`config.mk`:
```
export PLATFORM = sky130hd
export DESIGN_NAME = hazard_ctrl_flat
export DESIGN_NICKNAME = d
export VERILOG_FILES = /design/src/rtl/hazard_ctrl_if.sv /design/src/rtl/hazard_ctrl.sv /design/src/flat_wrapper.sv
export SDC_FILE = /design/constraint.sdc
export NUM_CORES = 1
export LEC_CHECK = 0
export BUFFER_PORTS_ARGS = -buffer_cell sky130_fd_sc_hd__buf_2
export CAP_MARGIN = 25
export CORE_AREA = 2 2 70 72
export CTS_BUF_LIST = sky130_fd_sc_hd__clkbuf_8 sky130_fd_sc_hd__clkbuf_16
export DETAILED_ROUTE_END_ITERATION = 6
export DIE_AREA = 0 0 72 74
export PLACE_DENSITY = 0.73
export SLEW_MARGIN = 0
export SYNTH_ARGS = -nofsm -noshare
export SYNTH_HDL_FRONTEND = slang
export SYNTH_SLANG_ARGS = --single-unit
```
`constraint.sdc`:
```
create_clock -name clk -period 5.3 [get_ports clk]
set_input_delay 0.53 -clock clk [delete_from_list [all_inputs] [get_ports clk]]
set_output_delay 0.53 -clock clk [all_outputs]
set_load 0.005 [all_outputs]
```
`src/rtl/hazard_ctrl_if.sv`:
```
// Hazard-controller bundle between the pipeline datapath and hazard_ctrl.
//   master : datapath side; drives the D-stage decode fields, PCSrcE and MemReadyM,
//            and receives the stall/flush/forward controls and the stall counter.
//   slave  : hazard_ctrl side; the mirror image.
// Signal names follow the datapath's stage-suffix naming (D/E/M/W).
interface hazard_ctrl_if #(
  parameter int unsigned XLEN_REGS = 32,
  parameter int unsigned CNT_W     = 16
);
  localparam int unsigned RegW = $clog2(XLEN_REGS);

  logic            ValidD;
  logic [RegW-1:0] Rs1D;
  logic [RegW-1:0] Rs2D;
  logic [RegW-1:0] RdD;
  logic            RegWE_D;
  logic            LoadD;
  logic            MemAccessD;
  logic            PCSrcE;
  logic            MemReadyM;

  logic             StallF;
  logic             StallD;
  logic             StallE;
  logic             StallM;
  logic             FlushD;
  logic             FlushE;
  logic             FlushW;
  logic [1:0]       ForwardAE;
  logic [1:0]       ForwardBE;
  logic [CNT_W-1:0] StallCount;

  modport master (
    output ValidD, Rs1D, Rs2D, RdD, RegWE_D, LoadD, MemAccessD, PCSrcE, MemReadyM,
    input  StallF, StallD, StallE, StallM, FlushD, FlushE, FlushW,
    input  ForwardAE, ForwardBE, StallCount
  );

  modport slave (
    input  ValidD, Rs1D, Rs2D, RdD, RegWE_D, LoadD, MemAccessD, PCSrcE, MemReadyM,
    output StallF, StallD, StallE, StallM, FlushD, FlushE, FlushW,
    output ForwardAE, ForwardBE, StallCount
  );
endinterface

```
`src/rtl/hazard_ctrl.sv`:
```
// Pipeline hazard controller for the five-stage core (F, D, E, M, W).
// Shadows the register/memory fields of the instructions in E, M and W and
// drives stall, flush and operand-forward controls from them, plus a
// saturating count of cycles in which fetch was stalled.
// Ports:
//   clk   : single clock, rising edge.
//   reset : synchronous, active-high. Loads bubbles into every shadow stage.
//   hz    : hazard_ctrl_if slave modport (D-stage fields, PCSrcE, MemReadyM in;
//           Stall*/Flush*/Forward*E/StallCount out).
module hazard_ctrl #(
  parameter int unsigned XLEN_REGS = 32,
  parameter int unsigned CNT_W     = 16
) (
  input logic         clk,
  input logic         reset,
  hazard_ctrl_if.slave hz
);
  localparam int unsigned RegW = $clog2(XLEN_REGS);

  // Shadow state; a bubble is every field zero.
  logic [RegW-1:0] rs1_e_q, rs2_e_q, rd_e_q;
  logic            regwe_e_q, load_e_q, memacc_e_q;
  logic [RegW-1:0] rd_m_q;
  logic            regwe_m_q, memacc_m_q;
  logic [RegW-1:0] rd_w_q;
  logic            regwe_w_q;
  logic [CNT_W-1:0] stall_cnt_q;

  logic mem_wait, branch, load_use;
  logic stall_f, stall_d, stall_e, stall_m;
  logic flush_d, flush_e, flush_w;
  logic [1:0] fwd_a, fwd_b;

  assign mem_wait = memacc_m_q & ~hz.MemReadyM;
  assign branch   = hz.PCSrcE;
  assign load_use = hz.ValidD & load_e_q & regwe_e_q & (rd_e_q != '0) &
                    ((rd_e_q == hz.Rs1D) | (rd_e_q == hz.Rs2D));

  // Priority MemWait > Branch > LoadUse; a losing hazard is simply re-evaluated
  // next cycle from the held state, so nothing is lost.
  always_comb begin
    stall_f = 1'b0;
    stall_d = 1'b0;
    stall_e = 1'b0;
    stall_m = 1'b0;
    flush_d = 1'b0;
    flush_e = 1'b0;
    flush_w = 1'b0;
    if (reset) begin
      flush_d = 1'b1;
      flush_e = 1'b1;
      flush_w = 1'b1;
    end else if (mem_wait) begin
      stall_f = 1'b1;
      stall_d = 1'b1;
      stall_e = 1'b1;
      stall_m = 1'b1;
      flush_w = 1'b1;
    end else if (branch) begin
      flush_d = 1'b1;
      flush_e = 1'b1;
    end else if (load_use) begin
      stall_f = 1'b1;
      stall_d = 1'b1;
      flush_e = 1'b1;
    end
  end

  // M result beats W result; x0 is never forwarded.
  always_comb begin
    fwd_a = 2'b00;
    fwd_b = 2'b00;
    if (!reset) begin
      if (regwe_m_q && (rd_m_q != '0) && (rd_m_q == rs1_e_q)) begin
        fwd_a = 2'b10;
      end else if (regwe_w_q && (rd_w_q != '0) && (rd_w_q == rs1_e_q)) begin
        fwd_a = 2'b01;
      end
      if (regwe_m_q && (rd_m_q != '0) && (rd_m_q == rs2_e_q)) begin
        fwd_b = 2'b10;
      end else if (regwe_w_q && (rd_w_q != '0) && (rd_w_q == rs2_e_q)) begin
        fwd_b = 2'b01;
      end
    end
  end

  always_ff @(posedge clk) begin
    if (reset) begin
      rs1_e_q     <= '0;
      rs2_e_q     <= '0;
      rd_e_q      <= '0;
      regwe_e_q   <= 1'b0;
      load_e_q    <= 1'b0;
      memacc_e_q  <= 1'b0;
      rd_m_q      <= '0;
      regwe_m_q   <= 1'b0;
      memacc_m_q  <= 1'b0;
      rd_w_q      <= '0;
      regwe_w_q   <= 1'b0;
      stall_cnt_q <= '0;
    end else begin
      if (stall_f && (stall_cnt_q != '1)) begin
        stall_cnt_q <= stall_cnt_q + CNT_W'(1);
      end
      if (mem_wait) begin
        // E and M hold; W drains as a bubble.
        rd_w_q    <= '0;
        regwe_w_q <= 1'b0;
      end else begin
        rd_w_q     <= rd_m_q;
        regwe_w_q  <= regwe_m_q;
        rd_m_q     <= rd_e_q;
        regwe_m_q  <= regwe_e_q;
        memacc_m_q <= memacc_e_q;
        if (branch || load_use || !hz.ValidD) begin
          rs1_e_q    <= '0;
          rs2_e_q    <= '0;
          rd_e_q     <= '0;
          regwe_e_q  <= 1'b0;
          load_e_q   <= 1'b0;
          memacc_e_q <= 1'b0;
        end else begin
          rs1_e_q    <= hz.Rs1D;
          rs2_e_q    <= hz.Rs2D;
          rd_e_q     <= hz.RdD;
          regwe_e_q  <= hz.RegWE_D;
          load_e_q   <= hz.LoadD;
          memacc_e_q <= hz.MemAccessD;
        end
      end
    end
  end

  assign hz.StallF     = stall_f;
  assign hz.StallD     = stall_d;
  assign hz.StallE     = stall_e;
  assign hz.StallM     = stall_m;
  assign hz.FlushD     = flush_d;
  assign hz.FlushE     = flush_e;
  assign hz.FlushW     = flush_w;
  assign hz.ForwardAE  = fwd_a;
  assign hz.ForwardBE  = fwd_b;
  assign hz.StallCount = stall_cnt_q;
endmodule

```
`src/flat_wrapper.sv`:
```
// flat-port wrapper written by rule: the top's interface ports become plain ports
module hazard_ctrl_flat 
#(
  parameter int unsigned XLEN_REGS = 32,
  parameter int unsigned CNT_W     = 16
)
  (clk, reset, hz_ValidD, hz_Rs1D, hz_Rs2D, hz_RdD, hz_RegWE_D, hz_LoadD, hz_MemAccessD, hz_PCSrcE, hz_MemReadyM, hz_StallF, hz_StallD, hz_StallE, hz_StallM, hz_FlushD, hz_FlushE, hz_FlushW, hz_ForwardAE, hz_ForwardBE, hz_StallCount);
  hazard_ctrl_if #(.XLEN_REGS(XLEN_REGS), .CNT_W(CNT_W)) hz_i ();
  input logic clk;
  input logic reset;
  input wire logic [$bits(hz_i.ValidD)-1:0] hz_ValidD;
  input wire logic [$bits(hz_i.Rs1D)-1:0] hz_Rs1D;
  input wire logic [$bits(hz_i.Rs2D)-1:0] hz_Rs2D;
  input wire logic [$bits(hz_i.RdD)-1:0] hz_RdD;
  input wire logic [$bits(hz_i.RegWE_D)-1:0] hz_RegWE_D;
  input wire logic [$bits(hz_i.LoadD)-1:0] hz_LoadD;
  input wire logic [$bits(hz_i.MemAccessD)-1:0] hz_MemAccessD;
  input wire logic [$bits(hz_i.PCSrcE)-1:0] hz_PCSrcE;
  input wire logic [$bits(hz_i.MemReadyM)-1:0] hz_MemReadyM;
  output wire logic [$bits(hz_i.StallF)-1:0] hz_StallF;
  output wire logic [$bits(hz_i.StallD)-1:0] hz_StallD;
  output wire logic [$bits(hz_i.StallE)-1:0] hz_StallE;
  output wire logic [$bits(hz_i.StallM)-1:0] hz_StallM;
  output wire logic [$bits(hz_i.FlushD)-1:0] hz_FlushD;
  output wire logic [$bits(hz_i.FlushE)-1:0] hz_FlushE;
  output wire logic [$bits(hz_i.FlushW)-1:0] hz_FlushW;
  output wire logic [$bits(hz_i.ForwardAE)-1:0] hz_ForwardAE;
  output wire logic [$bits(hz_i.ForwardBE)-1:0] hz_ForwardBE;
  output wire logic [$bits(hz_i.StallCount)-1:0] hz_StallCount;
  assign hz_i.ValidD = hz_ValidD;
  assign hz_i.Rs1D = hz_Rs1D;
  assign hz_i.Rs2D = hz_Rs2D;
  assign hz_i.RdD = hz_RdD;
  assign hz_i.RegWE_D = hz_RegWE_D;
  assign hz_i.LoadD = hz_LoadD;
  assign hz_i.MemAccessD = hz_MemAccessD;
  assign hz_i.PCSrcE = hz_PCSrcE;
  assign hz_i.MemReadyM = hz_MemReadyM;
  assign hz_StallF = hz_i.StallF;
  assign hz_StallD = hz_i.StallD;
  assign hz_StallE = hz_i.StallE;
  assign hz_StallM = hz_i.StallM;
  assign hz_FlushD = hz_i.FlushD;
  assign hz_FlushE = hz_i.FlushE;
  assign hz_FlushW = hz_i.FlushW;
  assign hz_ForwardAE = hz_i.ForwardAE;
  assign hz_ForwardBE = hz_i.ForwardBE;
  assign hz_StallCount = hz_i.StallCount;
  hazard_ctrl #(.XLEN_REGS(XLEN_REGS), .CNT_W(CNT_W)) u_core (.clk(clk), .reset(reset), .hz(hz_i));
endmodule
```
# Word level (Yosys, flattened, before mapping)
# Index checks and enable logic that the tools add are counted.
# Widths: inputs -> output; s select.
dict set report op_classes {
  addsub 1
  eq_ne 7
  muxes 25
  bitwise_logic 7
  n_reduce_logical 14
}
# operator count
set op_table {}
lappend op_table {{$eq 5x5->1} 6}
lappend op_table {{$mux 1} 18}
lappend op_table {{$add 16x1->16 const B} 1}
lappend op_table {{$ne 16x16->1 const B} 1}
lappend op_table {{$mux 5} 3}
lappend op_table {{$reduce_bool 5->1} 3}
lappend op_table {{$mux 2} 4}
lappend op_table {{$logic_and 1x1->1} 7}
lappend op_table {{$and 1x1->1} 5}
lappend op_table {{$logic_or 1x1->1} 2}
lappend op_table {{$reduce_or 2->1} 1}
lappend op_table {{$logic_not 1->1} 1}
lappend op_table {{$not 1->1} 1}
lappend op_table {{$or 1x1->1} 1}
dict set report word_totals {
  regBits 47
  inputBits 23
  out_inout_bits 27
  elab_cells 66
}

# Longest topological paths before layout
dict set report logic_depth {
  word_depth 9
  depth_mapped 8
}

# Worst setup path before layout
# Ideal clock, no wire load.
dict set report synth_timing {
  path_kind {in2reg}
  start {input port hz_Rs1D[2]}
  end {register u_core.stall_cnt_q[5], in the netlist u_core.hz.StallCount[5]}
  t_arrival_ns 2.120
  required_ns 5.179
  path_slack_ns 3.059
  cell_stages 7
  n_path_buf 1
  cell_sequence {xor2_1 -> nor3_2 -> a22oi_1 -> o41a_1 -> buf_6 -> nor4_1 -> mux2_2}
}
dict set report synth_via {
  elab_chain_cells 8
}
# item line
set synth_rtl {}
lappend synth_rtl {{start: declaration} flat_wrapper.sv:12} ;# input wire logic [$bits(hz_i.Rs1D)-1:0] hz_Rs1D;
lappend synth_rtl {{$eq 5x5->1} hazard_ctrl.sv:37} ;# ((rd_e_q == hz.Rs1D) | (rd_e_q == hz.Rs2D));
lappend synth_rtl {{$or 1x1->1} hazard_ctrl.sv:37}
lappend synth_rtl {{$and 1x1->1} hazard_ctrl.sv:36} ;# assign load_use = hz.ValidD & load_e_q & regwe_e_q & (rd_e_q != '0) &
lappend synth_rtl {{$mux 1} hazard_ctrl.sv:62} ;# end else if (load_use) begin
lappend synth_rtl {{$mux 1} hazard_ctrl.sv:59} ;# end else if (branch) begin
lappend synth_rtl {{$mux 1} hazard_ctrl.sv:53} ;# end else if (mem_wait) begin
lappend synth_rtl {{$mux 1} hazard_ctrl.sv:49} ;# if (reset) begin
lappend synth_rtl {{$logic_and 1x1->1} hazard_ctrl.sv:102} ;# if (stall_f && (stall_cnt_q != '1)) begin
lappend synth_rtl {{end signal: assignment} hazard_ctrl.sv:103} ;# stall_cnt_q <= stall_cnt_q + CNT_W'(1);
lappend synth_rtl {{end: declaration} hazard_ctrl.sv:27} ;# logic [CNT_W-1:0] stall_cnt_q;
# Every way passes these cells.
# A chain may end at the register's enable or synchronous reset.

# Worst setup path after layout
dict set report layout_timing {
  start {register u_core.rd_e_q[0]}
  end {output port hz_StallD}
}
dict set report layout_via {
  elab_chain_cells 7
  word_cells_on_any_way 10
}
# item line
set layout_rtl {}
lappend layout_rtl {{start: declaration} hazard_ctrl.sv:21} ;# logic [RegW-1:0] rs1_e_q, rs2_e_q, rd_e_q;
lappend layout_rtl {{start signal: assignment} hazard_ctrl.sv:125} ;# rd_e_q <= hz.RdD;
lappend layout_rtl {{$eq 5x5->1 or $reduce_bool 5->1 (tied branches)} {hazard_ctrl.sv:37, hazard_ctrl.sv:36}}
lappend layout_rtl {{$or 1x1->1 or $and 1x1->1 (tied branches)} {hazard_ctrl.sv:37, hazard_ctrl.sv:36}}
lappend layout_rtl {{$and 1x1->1 (*)} hazard_ctrl.sv:36}
lappend layout_rtl {{$mux 1 (*)} hazard_ctrl.sv:62}
lappend layout_rtl {{$mux 1 (*)} hazard_ctrl.sv:59}
lappend layout_rtl {{$mux 1 (*)} hazard_ctrl.sv:53}
lappend layout_rtl {{$mux 1 (*)} hazard_ctrl.sv:49}
lappend layout_rtl {{end: declaration} flat_wrapper.sv:21} ;# output wire logic [$bits(hz_i.StallD)-1:0] hz_StallD;
# Mark *: on every way between the ends. The rest lies on a longest branch, timed or not.

==> impl_results.rst <==
.. list-table::
   :header-rows: 1

   * - Metric
     - Value
   * - Slew margin rel.
     - 45.5%
   * - Path type of the worst setup path
     - flip-flop to primary output
   * - Clock transition at the registers of the reported paths
     - 0.09 ns
   * - VDD IR-drop max
     - 0.000173 V
   * - Clock latency on the worst-skew pair
     - 0.30 ns
   * - Highest net fanout along the worst path
     - 20
   * - CTS max path bufs
     - 2
   * - Area growth, synth to finish
     - 17.1%
   * - Via-to-Cell Ratio
     - 5.72
   * - Leakage power
     - 1.17 nW
   * - Share of cells above drive strength 1
     - 22.4%
   * - Avg Synthesized Cell Area
     - 9.51 µm²
   * - Maximum clock frequency
     - 327 MHz
   * - Gr usage total
     - 19.0%
   * - Post-detailed-route wirelength per cell
     - 14.8 µm
   * - Result of the run
     - complete, no violations
   * - Horizontal die dimension
     - 72 µm
   * - Post-Synthesis Cell Area
     - 0.00222 mm²
   * - Minimum setup slack after placement
     - 2.51 ns
   * - Element type at the critical path start
     - flip-flop
   * - Synthesized instance count
     - 233
   * - Core area
     - 0.00460 mm²
   * - Worst path bufs/invs
     - 2
   * - Die outline area
     - 0.00533 mm²
   * - Part of the Yosys area used for sequential elements
     - 42.5%
   * - Number of cells on the worst reg-to-reg path
     - 6
   * - RSZ-0062 raised after global routing
     - false
   * - Critical Path Slowest Stage Cell
     - o41a_1
   * - Filler Cells Inserted
     - 436
   * - Capturing point of the worst reg2reg path
     - u_core.hz.StallCount[6]
   * - FF+latch count, synth
     - 47
   * - Starting DRC count in detailed routing
     - 87
   * - Crit path capture type
     - primary output
   * - Quantity of hold-fixing buffers added after cts
     - 0
   * - Primary flip-flop cell chosen by synthesis mapping
     - dfxtp_1
   * - Synth Warn #
     - 0
   * - Count of final setup violators
     - 0
   * - Synth area leader
     - dfxtp_1
   * - Post-synthesis async set-or-reset flop share
     - 0%
   * - Hold Fails Final Rpt
     - 0
   * - Startpoint of the most critical setup path
     - u_core.rd_e_q[0]
   * - Net count after synthesis
     - 257
   * - Tightest Hold Check Type
     - primary input to flip-flop
   * - Aggregate negative setup slack
     - 0 ns
   * - Comb power frac
     - 5.7%
   * - H-tree depth
     - 2
   * - HPWL after detailed placement
     - 3650 µm
   * - Slew at the pin closest to its max-slew limit
     - 0.815 ns
   * - Number of enable flip-flop cells after synthesis
     - 0
   * - Worst flop-to-flop path startpoint
     - u_core.rd_e_q[0]
   * - Area share of the leading cell type in the synthesized netlist
     - 42.5%
   * - Critical path data required time
     - 4.77 ns
   * - Final nets
     - 300
   * - Initial Util
     - 48.2%
   * - Critical path arrival
     - 2.53 ns
   * - Port bufs
     - 49
   * - Worst R2R Setup Slack
     - 2.67 ns
   * - Clock root buffer
     - clkbuf_8
   * - Final slew viol count
     - 0
   * - Number of buffers inserted during clock tree synthesis
     - 5
   * - Number of distinct library cells after synthesis
     - 43
   * - Die Height
     - 74 µm
   * - Post-CTS Repair Setup Buffers
     - 0
   * - Number of search-and-repair iterations in the first detailed-routing pass
     - 4
   * - Total number of vias
     - 1894
   * - Post-cts repair resize count
     - 0
   * - Via count of the first global-routing pass
     - 1568
   * - Crit-path cells
     - or4_1 > o2111ai_1 > o41a_1 > inv_2 > buf_2
   * - Switching power
     - 0.146 mW
   * - Ratio of total power to cell area
     - 274 mW/mm²
   * - Total global routing overflow
     - 0
   * - Worst clock skew
     - 0.00522 ns
   * - Synth top area cells
     - dfxtp_1, a22o_1, xor2_1
   * - Flop pwr share
     - 51.4%
   * - Number of rows created at floorplan
     - 25
   * - Antenna violations before repair
     - 0
   * - Clk pwr share
     - 42.9%
   * - Cell class contributing the biggest share of worst-path delay
     - compound AO/OA/AOI/OAI gates
   * - Remaining antenna violation count
     - 0
   * - Ant. Diodes
     - 0
   * - Remaining routing DRC violations
     - 0
   * - Path length in cells of the critical path
     - 5
   * - Final wirelength
     - 4910 µm
   * - Clock Sinks
     - 47
   * - Top cells by count, synth
     - dfxtp_1, a22o_1, xor2_1
   * - Final worst setup slack
     - 2.24 ns
   * - Cell Int Power
     - 0.564 mW
   * - Net Sw Frac
     - 20.6%
   * - RePlAce Congestion
     - 0.849
   * - Wire length of the first global-routing pass
     - 7740 µm
   * - Critical Path Sink
     - hz_StallD
   * - Shortest clock period the worst path allows after layout
     - 3.06 ns
   * - Pin count of the biggest net entering global routing
     - 29
   * - Total I/O pin count
     - 50
   * - Post-route clock period utilization
     - 57.8%
   * - Library cell with the highest instance count after synthesis
     - dfxtp_1
   * - Maximum Capacitance Violations
     - 0
   * - Highest cell delay on the worst timing path
     - 0.64 ns
   * - TritonCTS clock tree
     - done
## metrics by stage
step | cells | utilization, % | cell area [µm²] | total power [mW] | hold slack [ns]
floorplan | 233 | - | 2220 | 0.396 | 0.441
global placement | 323 | 53.5 | 2460 | 0.413 | 0.463
detailed placement | 323 | 53.5 | 2460 | 0.414 | 0.469
CTS | 331 | 56.4 | 2590 | 0.715 | 0.429
global route | 331 | 56.4 | 2590 | 0.731 | 0.427
finish | 331 | 56.4 | 2590 | 0.710 | 0.439
## cells by family after synthesis
logic type	synth area share [%]
flops	42.5
buf+inv	4.57
simple gates	18.1
fa+ha+maj	0.565
mux	1.47
compound gates	20.9
xor+xnor	11.9
## layout by cell type, fill, tap and decap left out, types with 3 or more instances in the layout
cell,netlist,final
dfxtp_1,47,47
clkbuf_8,0,5
a41o_1,3,3
nor2_1,12,12
nor3_1,4,4
nand3_1,12,12
o2111ai_1,4,4
buf_2,3,49
o21ai_0,3,3
inv_1,7,8
and3_1,7,7
a21oi_1,10,10
nor4_1,6,6
a22o_1,24,24
nand2_1,7,7
xnor2_1,10,10
xor2_1,20,20
o31ai_1,4,4
or4_1,9,9
and2_1,6,6
## flip-flops by register name (all words and copies together) (netlist names), 5 cells and up
register / count
u_core.rs2_e_q: 5
u_core.rd_e_q: 5
u_core.rd_m_q: 5
u_core.rs1_e_q: 5
u_core.rd_w_q: 5
u_core.hz.StallCount: 16
## layer usage
metal  routed length [µm]  vias up  GRT usage [%]
met4                   57        0           5.66
met2                 2140       54           27.5
met5                    0        -              0
met1                 2450      878           28.4
met3                  263        5           4.20
li1                     -      957              -
## how the worst min path moves through the flow
stage / start / to / depth (start not counted)
CTS: hz_RdD[0] / u_core.rd_e_q[0] / 2
floorplan: u_core.memacc_e_q / u_core.memacc_m_q / 2
global placement: u_core.memacc_e_q / u_core.memacc_m_q / 2
detailed placement: u_core.memacc_e_q / u_core.memacc_e_q / 1
finish: hz_RdD[0] / u_core.rd_e_q[0] / 2
global route: hz_RdD[0] / u_core.rd_e_q[0] / 2
## power by group through the flow
| stage | clock [mW] | sequential (mW) | combinational (mW) |
|---|---|---|---|
| 2_1_floorplan | 0 | 0.371 | 0.0251 |
| 3_3_place_gp | 0 | 0.373 | 0.0396 |
| 3_5_place_dp | 0 | 0.373 | 0.0403 |
| 4_1_cts | 0.309 | 0.365 | 0.0405 |
| 5_1_grt | 0.321 | 0.366 | 0.0445 |
| 6_report | 0.305 | 0.365 | 0.0401 |
## cell type report
cell class	instances	area (µm²)	area share [%]
clock buffer	5	68.8	2.65
clock inverter	3	63.8	2.46
inverter	9	33.8	1.30
multi-input combinational	164	1170	45.2
sequential	47	941	36.3
tap	54	67.6	2.60
timing repair buffer	49	245	9.45
Note: power is estimated with default switching activity, not from simulation.
